--- src/rtl/keypad_pkg.sv ---
// rtl/keypad_pkg.sv - shared types, key codes and key map for the keypad scanner
package keypad_pkg;

   localparam logic [4:0] KEY_ENTER = 5'h10;
   localparam logic [4:0] KEY_CLEAR = 5'h11;

   typedef enum logic [1:0] {SCAN_NONE, SCAN_SINGLE, SCAN_MULTI} scan_kind_e;

   typedef struct packed {
      scan_kind_e kind;
      logic [4:0] code;
   } scan_result_t;

   typedef enum logic [1:0] {ST_IDLE, ST_CAND, ST_HELD} db_state_e;

   function automatic logic [4:0] keymap(input logic [1:0] row, input logic [1:0] col);
      logic [4:0] k;
      case ({row, col})
         4'h0: k = 5'h01;
         4'h1: k = 5'h02;
         4'h2: k = 5'h03;
         4'h3: k = 5'h0A;
         4'h4: k = 5'h04;
         4'h5: k = 5'h05;
         4'h6: k = 5'h06;
         4'h7: k = 5'h0B;
         4'h8: k = 5'h07;
         4'h9: k = 5'h08;
         4'hA: k = 5'h09;
         4'hB: k = 5'h0C;
         4'hC: k = 5'h0E;
         4'hD: k = 5'h00;
         4'hE: k = 5'h0F;
         default: k = 5'h0D;
      endcase
      return k;
   endfunction

endpackage

--- src/rtl/keypad_scanner_if.sv ---
// rtl/keypad_scanner_if.sv - keypad matrix, buttons and keystroke output bundle
interface keypad_scanner_if;
   logic [3:0] row_n;
   logic       btn_enter;
   logic       btn_clear;
   logic [3:0] col_n;
   logic       newkey;
   logic [4:0] keycode;

   modport master (input row_n, btn_enter, btn_clear, output col_n, newkey, keycode);
   modport slave  (output row_n, btn_enter, btn_clear, input col_n, newkey, keycode);
endinterface

--- src/rtl/keypad_debounce.sv ---
// rtl/keypad_debounce.sv - press/release qualification of per-scan results
module keypad_debounce
   import keypad_pkg::*;
#(
   parameter int DEBOUNCE_SCANS = 3
) (
   input  logic         clk5,
   input  logic         reset,
   input  logic         scan_end,
   input  scan_result_t result,
   output logic         newkey,
   output logic [4:0]   keycode
);
   localparam int CW = $clog2(DEBOUNCE_SCANS + 1);
   localparam logic [CW-1:0] LAST = CW'(DEBOUNCE_SCANS - 1);

   db_state_e   state_q, state_d;
   logic [4:0]  cand_q, cand_d;
   logic [CW-1:0] cnt_q, cnt_d;
   logic [CW-1:0] rel_q, rel_d;
   logic        newkey_q, newkey_d;
   logic [4:0]  keycode_q, keycode_d;

   always_comb begin
      state_d   = state_q;
      cand_d    = cand_q;
      cnt_d     = cnt_q;
      rel_d     = rel_q;
      newkey_d  = 1'b0;
      keycode_d = keycode_q;
      if (scan_end) begin
         case (state_q)
            ST_IDLE: begin
               if (result.kind == SCAN_SINGLE) begin
                  cand_d = result.code;
                  if (DEBOUNCE_SCANS == 1) begin
                     state_d   = ST_HELD;
                     rel_d     = '0;
                     newkey_d  = 1'b1;
                     keycode_d = result.code;
                  end else begin
                     state_d = ST_CAND;
                     cnt_d   = CW'(1);
                  end
               end
            end
            ST_CAND: begin
               if (result.kind == SCAN_SINGLE && result.code == cand_q) begin
                  if (cnt_q == LAST) begin
                     state_d   = ST_HELD;
                     cnt_d     = '0;
                     rel_d     = '0;
                     newkey_d  = 1'b1;
                     keycode_d = cand_q;
                  end else begin
                     cnt_d = cnt_q + 1'b1;
                  end
               end else begin
                  state_d = ST_IDLE;
                  cnt_d   = '0;
               end
            end
            ST_HELD: begin
               // Only an unbroken run of empty scans re-arms the lock input.
               if (result.kind == SCAN_NONE) begin
                  if (rel_q == LAST) begin
                     state_d = ST_IDLE;
                     rel_d   = '0;
                  end else begin
                     rel_d = rel_q + 1'b1;
                  end
               end else begin
                  rel_d = '0;
               end
            end
            default: state_d = ST_IDLE;
         endcase
      end
   end

   always_ff @(posedge clk5 or posedge reset) begin
      if (reset) begin
         state_q   <= ST_IDLE;
         cand_q    <= '0;
         cnt_q     <= '0;
         rel_q     <= '0;
         newkey_q  <= 1'b0;
         keycode_q <= '0;
      end else begin
         state_q   <= state_d;
         cand_q    <= cand_d;
         cnt_q     <= cnt_d;
         rel_q     <= rel_d;
         newkey_q  <= newkey_d;
         keycode_q <= keycode_d;
      end
   end

   assign newkey  = newkey_q;
   assign keycode = keycode_q;
endmodule

--- src/rtl/keypad_scanner.sv ---
// rtl/keypad_scanner.sv - 4x4 matrix plus ENTER/CLEAR scanner feeding the lock logic
module keypad_scanner
   import keypad_pkg::*;
#(
   parameter int SCAN_DIV       = 4,
   parameter int DEBOUNCE_SCANS = 3
) (
   input logic               clk5,
   input logic               reset,
   keypad_scanner_if.master  kp
);
   localparam int DW = $clog2(SCAN_DIV);

   logic [3:0]    row_s1_q, row_s2_q;
   logic [1:0]    btn_s1_q, btn_s2_q;
   logic [DW-1:0] div_q, div_d;
   logic [1:0]    col_q, col_d;
   logic [3:0]    col_n_q, col_n_d;
   logic [1:0]    hits_q, hits_d;
   logic [4:0]    code_q, code_d;
   logic          sample;
   logic          scan_end;
   scan_result_t  result;

   always_comb begin
      sample   = (div_q == DW'(SCAN_DIV - 1));
      scan_end = sample && (col_q == 2'd3);
      div_d    = sample ? '0 : div_q + 1'b1;
      col_d    = sample ? col_q + 2'd1 : col_q;
      col_n_d  = ~(4'b0001 << col_d);
      hits_d   = hits_q;
      code_d   = code_q;
      // hits saturates at 2: anything beyond one key is simply MULTI.
      if (sample) begin
         for (int r = 0; r < 4; r++) begin
            if (!row_s2_q[r]) begin
               hits_d = (hits_d == 2'd0) ? 2'd1 : 2'd2;
               code_d = keymap(2'(r), col_q);
            end
         end
         if (col_q == 2'd3 && btn_s2_q[0]) begin
            hits_d = (hits_d == 2'd0) ? 2'd1 : 2'd2;
            code_d = KEY_ENTER;
         end
         if (col_q == 2'd3 && btn_s2_q[1]) begin
            hits_d = (hits_d == 2'd0) ? 2'd1 : 2'd2;
            code_d = KEY_CLEAR;
         end
      end
      result.code = code_d;
      case (hits_d)
         2'd0:    result.kind = SCAN_NONE;
         2'd1:    result.kind = SCAN_SINGLE;
         default: result.kind = SCAN_MULTI;
      endcase
      if (scan_end) begin
         hits_d = '0;
         code_d = '0;
      end
   end

   always_ff @(posedge clk5 or posedge reset) begin
      if (reset) begin
         row_s1_q <= 4'hF;
         row_s2_q <= 4'hF;
         btn_s1_q <= '0;
         btn_s2_q <= '0;
         div_q    <= '0;
         col_q    <= '0;
         col_n_q  <= 4'b1110;
         hits_q   <= '0;
         code_q   <= '0;
      end else begin
         row_s1_q <= kp.row_n;
         row_s2_q <= row_s1_q;
         btn_s1_q <= {kp.btn_clear, kp.btn_enter};
         btn_s2_q <= btn_s1_q;
         div_q    <= div_d;
         col_q    <= col_d;
         col_n_q  <= col_n_d;
         hits_q   <= hits_d;
         code_q   <= code_d;
      end
   end

   assign kp.col_n = col_n_q;

   keypad_debounce #(.DEBOUNCE_SCANS(DEBOUNCE_SCANS)) u_debounce (
      .clk5     (clk5),
      .reset    (reset),
      .scan_end (scan_end),
      .result   (result),
      .newkey   (kp.newkey),
      .keycode  (kp.keycode)
   );
endmodule

--- src/flat_wrapper.sv ---
// flat-port wrapper written by rule: the top's interface ports become plain ports
module keypad_scanner_flat import keypad_pkg::*;
#(
   parameter int SCAN_DIV       = 4,
   parameter int DEBOUNCE_SCANS = 3
)
  (clk5, reset, kp_row_n, kp_btn_enter, kp_btn_clear, kp_col_n, kp_newkey, kp_keycode);
  keypad_scanner_if kp_i ();
  input logic clk5;
  input logic reset;
  input wire logic [$bits(kp_i.row_n)-1:0] kp_row_n;
  input wire logic [$bits(kp_i.btn_enter)-1:0] kp_btn_enter;
  input wire logic [$bits(kp_i.btn_clear)-1:0] kp_btn_clear;
  output wire logic [$bits(kp_i.col_n)-1:0] kp_col_n;
  output wire logic [$bits(kp_i.newkey)-1:0] kp_newkey;
  output wire logic [$bits(kp_i.keycode)-1:0] kp_keycode;
  assign kp_i.row_n = kp_row_n;
  assign kp_i.btn_enter = kp_btn_enter;
  assign kp_i.btn_clear = kp_btn_clear;
  assign kp_col_n = kp_i.col_n;
  assign kp_newkey = kp_i.newkey;
  assign kp_keycode = kp_i.keycode;
  keypad_scanner #(.SCAN_DIV(SCAN_DIV), .DEBOUNCE_SCANS(DEBOUNCE_SCANS)) u_core (.clk5(clk5), .reset(reset), .kp(kp_i));
endmodule
--- config.mk ---
export PLATFORM = sky130hd
export DESIGN_NAME = keypad_scanner_flat
export DESIGN_NICKNAME = d
export VERILOG_FILES = /design/src/rtl/keypad_pkg.sv /design/src/rtl/keypad_scanner_if.sv /design/src/rtl/keypad_debounce.sv /design/src/rtl/keypad_scanner.sv /design/src/flat_wrapper.sv
export SDC_FILE = /design/constraint.sdc
export NUM_CORES = 1
export LEC_CHECK = 0
export CORE_ASPECT_RATIO = 0.75
export CORE_MARGIN = 2
export CORE_UTILIZATION = 62
export DETAILED_ROUTE_END_ITERATION = 6
export HOLD_SLACK_MARGIN = 0.06
export PLACE_DENSITY = 0.85
export SLEW_MARGIN = 0
export SYNTH_ARGS = -nofsm -noshare
export SYNTH_HDL_FRONTEND = slang
export SYNTH_SLANG_ARGS = --single-unit
--- constraint.sdc ---
create_clock -name clk5 -period 5.7 [get_ports clk5]
set_clock_uncertainty 0.15 [all_clocks]
set_input_delay 1.14 -clock clk5 [delete_from_list [all_inputs] [get_ports clk5]]
set_output_delay 1.14 -clock clk5 [all_outputs]
set_load 0.1 [all_outputs]
==> metrics, run 1 <==
Worst IR Drop VDD=0.186 mV; area grow syn2layout=12.1%; hold path depth=0; Period Utilization, post-route=61.4%; antenna-violating nets left=0; r2r endpoint=u_core.u_debounce.rel_q[0]$_DFFE_PP0P_; Psw=0.000121 W; CTS resizes=0; die height=57.1 um; largest area contributor in the netlist=dfrtp_1; dpl cells=279; Row Count=19; Critical Path Fanout Max=10; pin count of the biggest net entering global routing=45; end of the worst hold path=u_core.btn_s2_q[1]$_DFF_PP0_; GR Overflow Total=0; First-pass DRT Iterations=5; GRT Total Usage=23.5%; Post-synth EDFFs=0; top_reg_cell synth=dfrtp_1; hold_buf cts=0; PD cells=210 mW/mm^2; Setup crit start kind=flop; Setup TNS=0 ps; Worst Path Arrival=3540 ps; unrepaired setup endpoints after global routing=no; fin crit period=3500 ps; routed wire length=4590 um; initial antenna violation count=0; WS Path Type=reg -> reg; crit end category=flop; FF-to-FF path depth=9; vias per cell=roughly 6; Hold Crit Class=reg -> reg; nets@finish=249; setup fix buffers added after clock tree synthesis=0; CTS tree=built; Die ar.=0.00428 mm^2; syn_area_per_cell=10.7 um^2; Routed wire per std cell=approximately 16 um; Clk Tree Root Cell=clkbuf_8; final max-slew violation count=0; Combinational Power Share=roughly 4.2%; FF+latch count, synth=44; Fin. Hold Viols=0; final std cells w/o fill=287; register area share after synthesis=47.8%; cells taking the most area after synthesis=dfrtp_1 35%, dfstp_2 12%, ha_1 3.8%; Max Buffers Root-to-Sink=2; worst reg2reg startpoint=u_core.col_q[0]$_DFF_PP0_; commonest cells after routing, fill and taps aside=33 x dfrtp_1, 17 x clkdlybuf4s50_1, 15 x nor2_1; CTS Buf Count=5; Reg2Reg Setup Slack=2200 ps; synthesized area=0.00233 mm^2; Vias=1757; Critical Path RT=between 5000 and 6000 ps; Slew @ Worst Pin=just under 1000 ps; Final setup violation count=0; DR iter-0 viols=~150; port bufs=17; RD Place Congestion=0.906; Filler cells=257; diode count=0; die width=74.8 um; hold_sp=u_core.btn_s1_q[1]$_DFF_PP0_; area post-placement=0.00252 mm^2; Initial Utilization=64.2%; Seq pwr share=about three fifths; vias in the first global route=1642; # DRC=0; Relative slew margins=34.9%; commonest non-fill, non-tap cell in the layout=dfrtp_1; H-tree Lvls=2; # clock sinks=44; Core Region=~0.0036 mm^2; Distinct cells, synth=66; worst skew pair latency=300 ps; layout cells sized above 1=17.4%; Max-Cap Viols=0; Clk pwr share=36.4%; CTS clk-pin slew, worst paths=80 ps; Synth top area share=approximately 35%; hpwl dp=between 3000 and 4000 um; Net Sw Frac=about 22%; Tot Pwr=about 0.00055 W; Final Instance Area=0.00262 mm^2; Ports=18; cells after synthesis=about 220; Synth Warn #=0; first-pass GRT wire length=7490 um; asr flop ratio synth=100%; Leak Pwr=1.12 nW; Post-Syn Nets=234; internal power=between 0.0004 and 0.0005 W; worst hold margin=206 ps; run status=finished clean; fmax=286 MHz
## routing by layer
layer,up-vias,GRT usage [%],routed length (um)
li1,821,-,-
met3,8,5.65,316
met5,-,0,0
met1,847,32.7,2070
met2,81,36.0,2140
met4,0,9.18,63
## worst max-delay path, stage by stage (launching register included)
cell and delay [ps]:
dfrtp_1 460, ha_1 330, o21ai_1 360, and3_1 330, o221ai_1 150, nor4b_1 390, nand4_1 310, nor3_4 430
a31oi_1 120, mux2_1 350
## cells by family after synthesis
group	after synthesis	synth area share (%)
muxes	12	5.95
AOI/OAI and AO/OA	47	15.8
buffers and inverters	21	4.08
and+or+nand+nor	80	19.6
xor gates and xnor gates	7	2.63
DFF	44	47.8
adders and majority gates	8	4.18
## metrics by stage
step,utilization [%],setup slack (ps)
after floorplan,-,2740
after global placement,69.3,2450
after detailed placement,69.3,2300
after CTS,71.9,2270
after global routing,71.9,1880
final,71.9,2200
## cell type report
type	count	area (um^2)	share of cell area, %
flip-flops and latches	44	1110	42.6
repair buffers	18	178	6.79
multi-input cells	154	1120	42.9
inverters	11	41.3	1.58
clock inverters	1	7.51	0.287
clock buffers	7	86.3	3.30
well taps	52	65.1	2.49
## synth_stat cells (3+ instances only)
library cell / number
a211oi_2: 3
a21oi_1: 12
and2_1: 3
and3_1: 3
buf_2: 4
dfrtp_1: 33
dfstp_2: 11
ha_1: 7
inv_1: 10
mux2_2: 5
mux2i_1: 3
nand2_1: 14
nand2b_1: 6
nand3_1: 5
nand4_1: 5
nor2_1: 15
nor2b_1: 4
nor3_1: 3
o21ai_0: 5
or2_2: 4
xnor2_1: 6
## worst max-delay path by stage
stage / start / endpoint / slack, ps / cells past startpoint
after floorplan: u_core.col_q[0]$_DFF_PP0_ / u_core.u_debounce.rel_q[0]$_DFFE_PP0P_ / 2740 / 10
after global placement: u_core.div_q[0]$_DFF_PP0_ / u_core.u_debounce.rel_q[0]$_DFFE_PP0P_ / 2450 / 9
after detailed placement: u_core.div_q[0]$_DFF_PP0_ / u_core.u_debounce.rel_q[1]$_DFFE_PP0P_ / 2300 / 9
after CTS: u_core.div_q[0]$_DFF_PP0_ / u_core.u_debounce.rel_q[1]$_DFFE_PP0P_ / 2270 / 9
after global routing: u_core.div_q[0]$_DFF_PP0_ / u_core.u_debounce.rel_q[1]$_DFFE_PP0P_ / 1880 / 9
final: u_core.col_q[0]$_DFF_PP0_ / u_core.u_debounce.rel_q[0]$_DFFE_PP0P_ / 2200 / 9
## power groups by stage
stage	Sequential (W)	Combinational, W	Clock (W)
floorplan	0.000327	0.0000194	0
global placement	0.000332	0.0000229	0
detailed placement	0.000332	0.0000233	0
CTS	0.000326	0.0000234	0.000207
global route	0.000327	0.0000259	0.000214
finish	0.000326	0.0000229	0.000200
## registers in the layout, summed over array words and instances, names as in the netlist
signal and count:
u_core.div_q 2, u_core.u_debounce.newkey 1, u_core.col_q 2, u_core.btn_s2_q 2, u_core.code_q 5, u_core.hits_q 2, u_core.u_debounce.cand_q 5, u_core.row_s1_q 4
u_core.kp.col_n 4, u_core.row_s2_q 4, u_core.u_debounce.cnt_q 2, u_core.u_debounce.state_q 2, u_core.btn_s1_q 2, u_core.u_debounce.rel_q 2, u_core.u_debounce.keycode 5
(Power assumes the default switching activity.)
==> run 2, diff against run 1 <==
--- a/config.mk
+++ b/config.mk
@@ -7,10 +7,10 @@
 export LEC_CHECK = 0
 export CORE_ASPECT_RATIO = 0.75
 export CORE_MARGIN = 2
-export CORE_UTILIZATION = 62
+export CORE_UTILIZATION = 58
 export DETAILED_ROUTE_END_ITERATION = 6
 export HOLD_SLACK_MARGIN = 0.06
-export PLACE_DENSITY = 0.85
+export PLACE_DENSITY = 0.8
 export SLEW_MARGIN = 0
 export SYNTH_ARGS = -nofsm -noshare
 export SYNTH_HDL_FRONTEND = slang
==> constraint.sdc (replaced) <==
create_clock -name clk5 -period 3.3 [get_ports clk5]
set_clock_uncertainty 0.15 [all_clocks]
set_input_delay 0.66 -clock clk5 [delete_from_list [all_inputs] [get_ports clk5]]
set_output_delay 0.66 -clock clk5 [all_outputs]
set_load 0.1 [all_outputs]
==> metrics, run 2 (synthesis results as in run 1) <==
run status=finished clean; fmax=324 MHz (+13%); Clk pwr share=37.1% (+0.7 points); Initial Utilization=62.1% (-2.0 points); CTS clk-pin slew, worst paths=80 ps (about the same); routed wire length=4710 um (+2.6%); Critical Path Fanout Max=13 (+3); fin crit period=3090 ps (-414 ps); Tot Pwr=0.000960 W (+75%); Vias=1750 (-0.40%); Setup TNS=0 ps (unchanged); Routed wire per std cell=15.8 um (-1.2%); CTS tree=built; RD Place Congestion=0.921 (+1.7%); GRT Total Usage=23.2% (-0.35 points); vias per cell=5.87 (-4.1%); PD cells=356 mW/mm^2 (+70%); final core utilization=71.8% (-0.18 points); Worst IR Drop VDD=0.349 mV (+88%); r2r endpoint=u_core.u_debounce.cand_q[1]$_DFFE_PP0P_; CTS Buf Count=5 (unchanged); Setup crit start kind=flop; First-pass DRT Iterations=4 (-1); WS Path Type=reg -> reg; Critical Path RT=3340 ps (-2400 ps); # DRC=0 (unchanged); final std cells w/o fill=298 (+3.8%); Max-Cap Viols=0 (unchanged); Worst path top cell family by delay=compound AO/OA/AOI/OAI gates; PnR worst setup slack=215 ps (-1990 ps); die width=77.2 um (+3.2%); Worst Path Arrival=3130 ps (-410 ps); pin count of the biggest net entering global routing=25 (-44%); critical path launch point=u_core.row_s2_q[0]$_DFF_PP1_; Die ar.=0.00455 mm^2 (+6.5%); final max-slew violation count=0 (unchanged); DR iter-0 viols=142 (-7.2%); Buf/Inv on CP=1 (+1); Ports=18 (unchanged); CP max stage cell=dfstp_2; setup slack after placement=6.77 ps (-2290 ps); antenna-violating nets left=0 (unchanged); slowest stage delay, CP=660 ps (+200 ps); Hold Crit Class=reg -> reg; GR Overflow Total=0 (unchanged); crit end category=flop; worst skew pair latency=300 ps (about the same); dpl cells=286 (+2.5%); Row Count=19 (unchanged); die height=58.9 um (+3.2%); layout cells sized above 1=27.2% (+9.8 points); Slew @ Worst Pin=699 ps (-275 ps); Reg2Reg Setup Slack=210 ps (-1990 ps); Combinational Power Share=4.2% (about the same); port bufs=17 (unchanged); Filler cells=279 (+8.6%); Relative slew margins=53.1% (+18 points); # clock sinks=44 (unchanged); Period Utilization, post-route=93.5% (+32 points); diode count=0 (unchanged); Fin. Hold Viols=0 (unchanged); H-tree Lvls=2 (unchanged); crit path to=u_core.u_debounce.cand_q[1]$_DFFE_PP0P_; Net Sw Frac=23.0% (+1.0 points); hold_buf cts=0 (unchanged); initial antenna violation count=0 (unchanged); Psw=0.000221 W (+83%); nets@finish=260 (+4.4%); area grow syn2layout=15.5%; FF-to-FF path depth=8 (-1); hpwl dp=3480 um (+6.4%); internal power=0.000739 W (+73%); Clk Tree Root Cell=clkbuf_8; Max Buffers Root-to-Sink=2 (unchanged); unrepaired setup endpoints after global routing=no; Critical Path Stages=8 (-1); Final setup violation count=0 (unchanged); vias in the first global route=1620 (-1.3%); first-pass GRT wire length=7940 um (+6.1%); crit path cell chain=or3b_1 > a211oi_2 > nor2_4 > a2111oi_1 > a21oi_1 > a2111oi_4 > buf_4 > mux2_4; Core Region=0.00376 mm^2 (+3.3%); commonest cells after routing, fill and taps aside=33 x dfrtp_1, 22 x buf_4, 15 x nor2_1; Leak Pwr=1.20 nW (+6.7%); Seq pwr share=58.8% (-0.6 points); commonest non-fill, non-tap cell in the layout=dfrtp_1; worst reg2reg startpoint=u_core.row_s2_q[0]$_DFF_PP1_
## run 2: how the worst min path moves through the flow
stage	from	slack, ps	cells past startpoint	endpoint
floorplan	u_core.btn_s1_q[0]$_DFF_PP0_	180	0	u_core.btn_s2_q[0]$_DFF_PP0_
global placement	u_core.btn_s1_q[1]$_DFF_PP0_	180	0	u_core.btn_s2_q[1]$_DFF_PP0_
detailed placement	u_core.btn_s1_q[0]$_DFF_PP0_	190	0	u_core.btn_s2_q[0]$_DFF_PP0_
CTS	u_core.btn_s1_q[0]$_DFF_PP0_	210	0	u_core.btn_s2_q[0]$_DFF_PP0_
global route	u_core.btn_s1_q[0]$_DFF_PP0_	210	0	u_core.btn_s2_q[0]$_DFF_PP0_
finish	u_core.btn_s1_q[0]$_DFF_PP0_	200	0	u_core.btn_s2_q[0]$_DFF_PP0_
## run 2: layer usage
metal / global-route usage, % / up-vias / wire length [um]
met2: 35.0 / 54 / 2110
li1: - / 844 / -
met3: 7.52 / 7 / 361
met1: 32.8 / 845 / 2180
met5: 0 / - / 0
met4: 6.12 / 0 / 55
## run 2: power groups by stage
stage	Clock, W	Combinational (W)	Sequential (W)
floorplan	0	0.0000336	0.000565
global placement	0	0.0000401	0.000573
detailed placement	0	0.0000405	0.000574
CTS	0.000364	0.0000409	0.000564
global route	0.000389	0.0000455	0.000566
finish	0.000356	0.0000401	0.000564
## run 2: what timing repair did
item / in CTS / in global routing
endpoints found under the setup margin: 2 / 13
resized for setup: 1 / 4
pin swaps: 0 / 3
buffers inserted: 0 / 4
## run 2: stage by stage
stage	hold WS, ps	instance area (um^2)
CTS	206	2660
global route	211	2700
finish	204	2700
global placement	182	2550
detailed placement	187	2550
floorplan	181	2330
## run 2: cell type report
class	count	area, um^2	area share [%]
clock inverter	2	15.0	0.557
tap	52	65.1	2.41
timing repair buffer	29	235	8.73
clock buffer	6	82.6	3.06
sequential	44	1110	41.4
multi-input combinational	154	1140	42.3
inverter	11	41.3	1.53
## run 2: worst register-to-register path, stage by stage, from the launching register on
cell and delay [ps]:
dfstp_2 660, or3b_1 380, a211oi_2 340, nor2_4 70, a2111oi_1 340, a21oi_1 150, a2111oi_4 390, buf_4 200
mux2_4 300
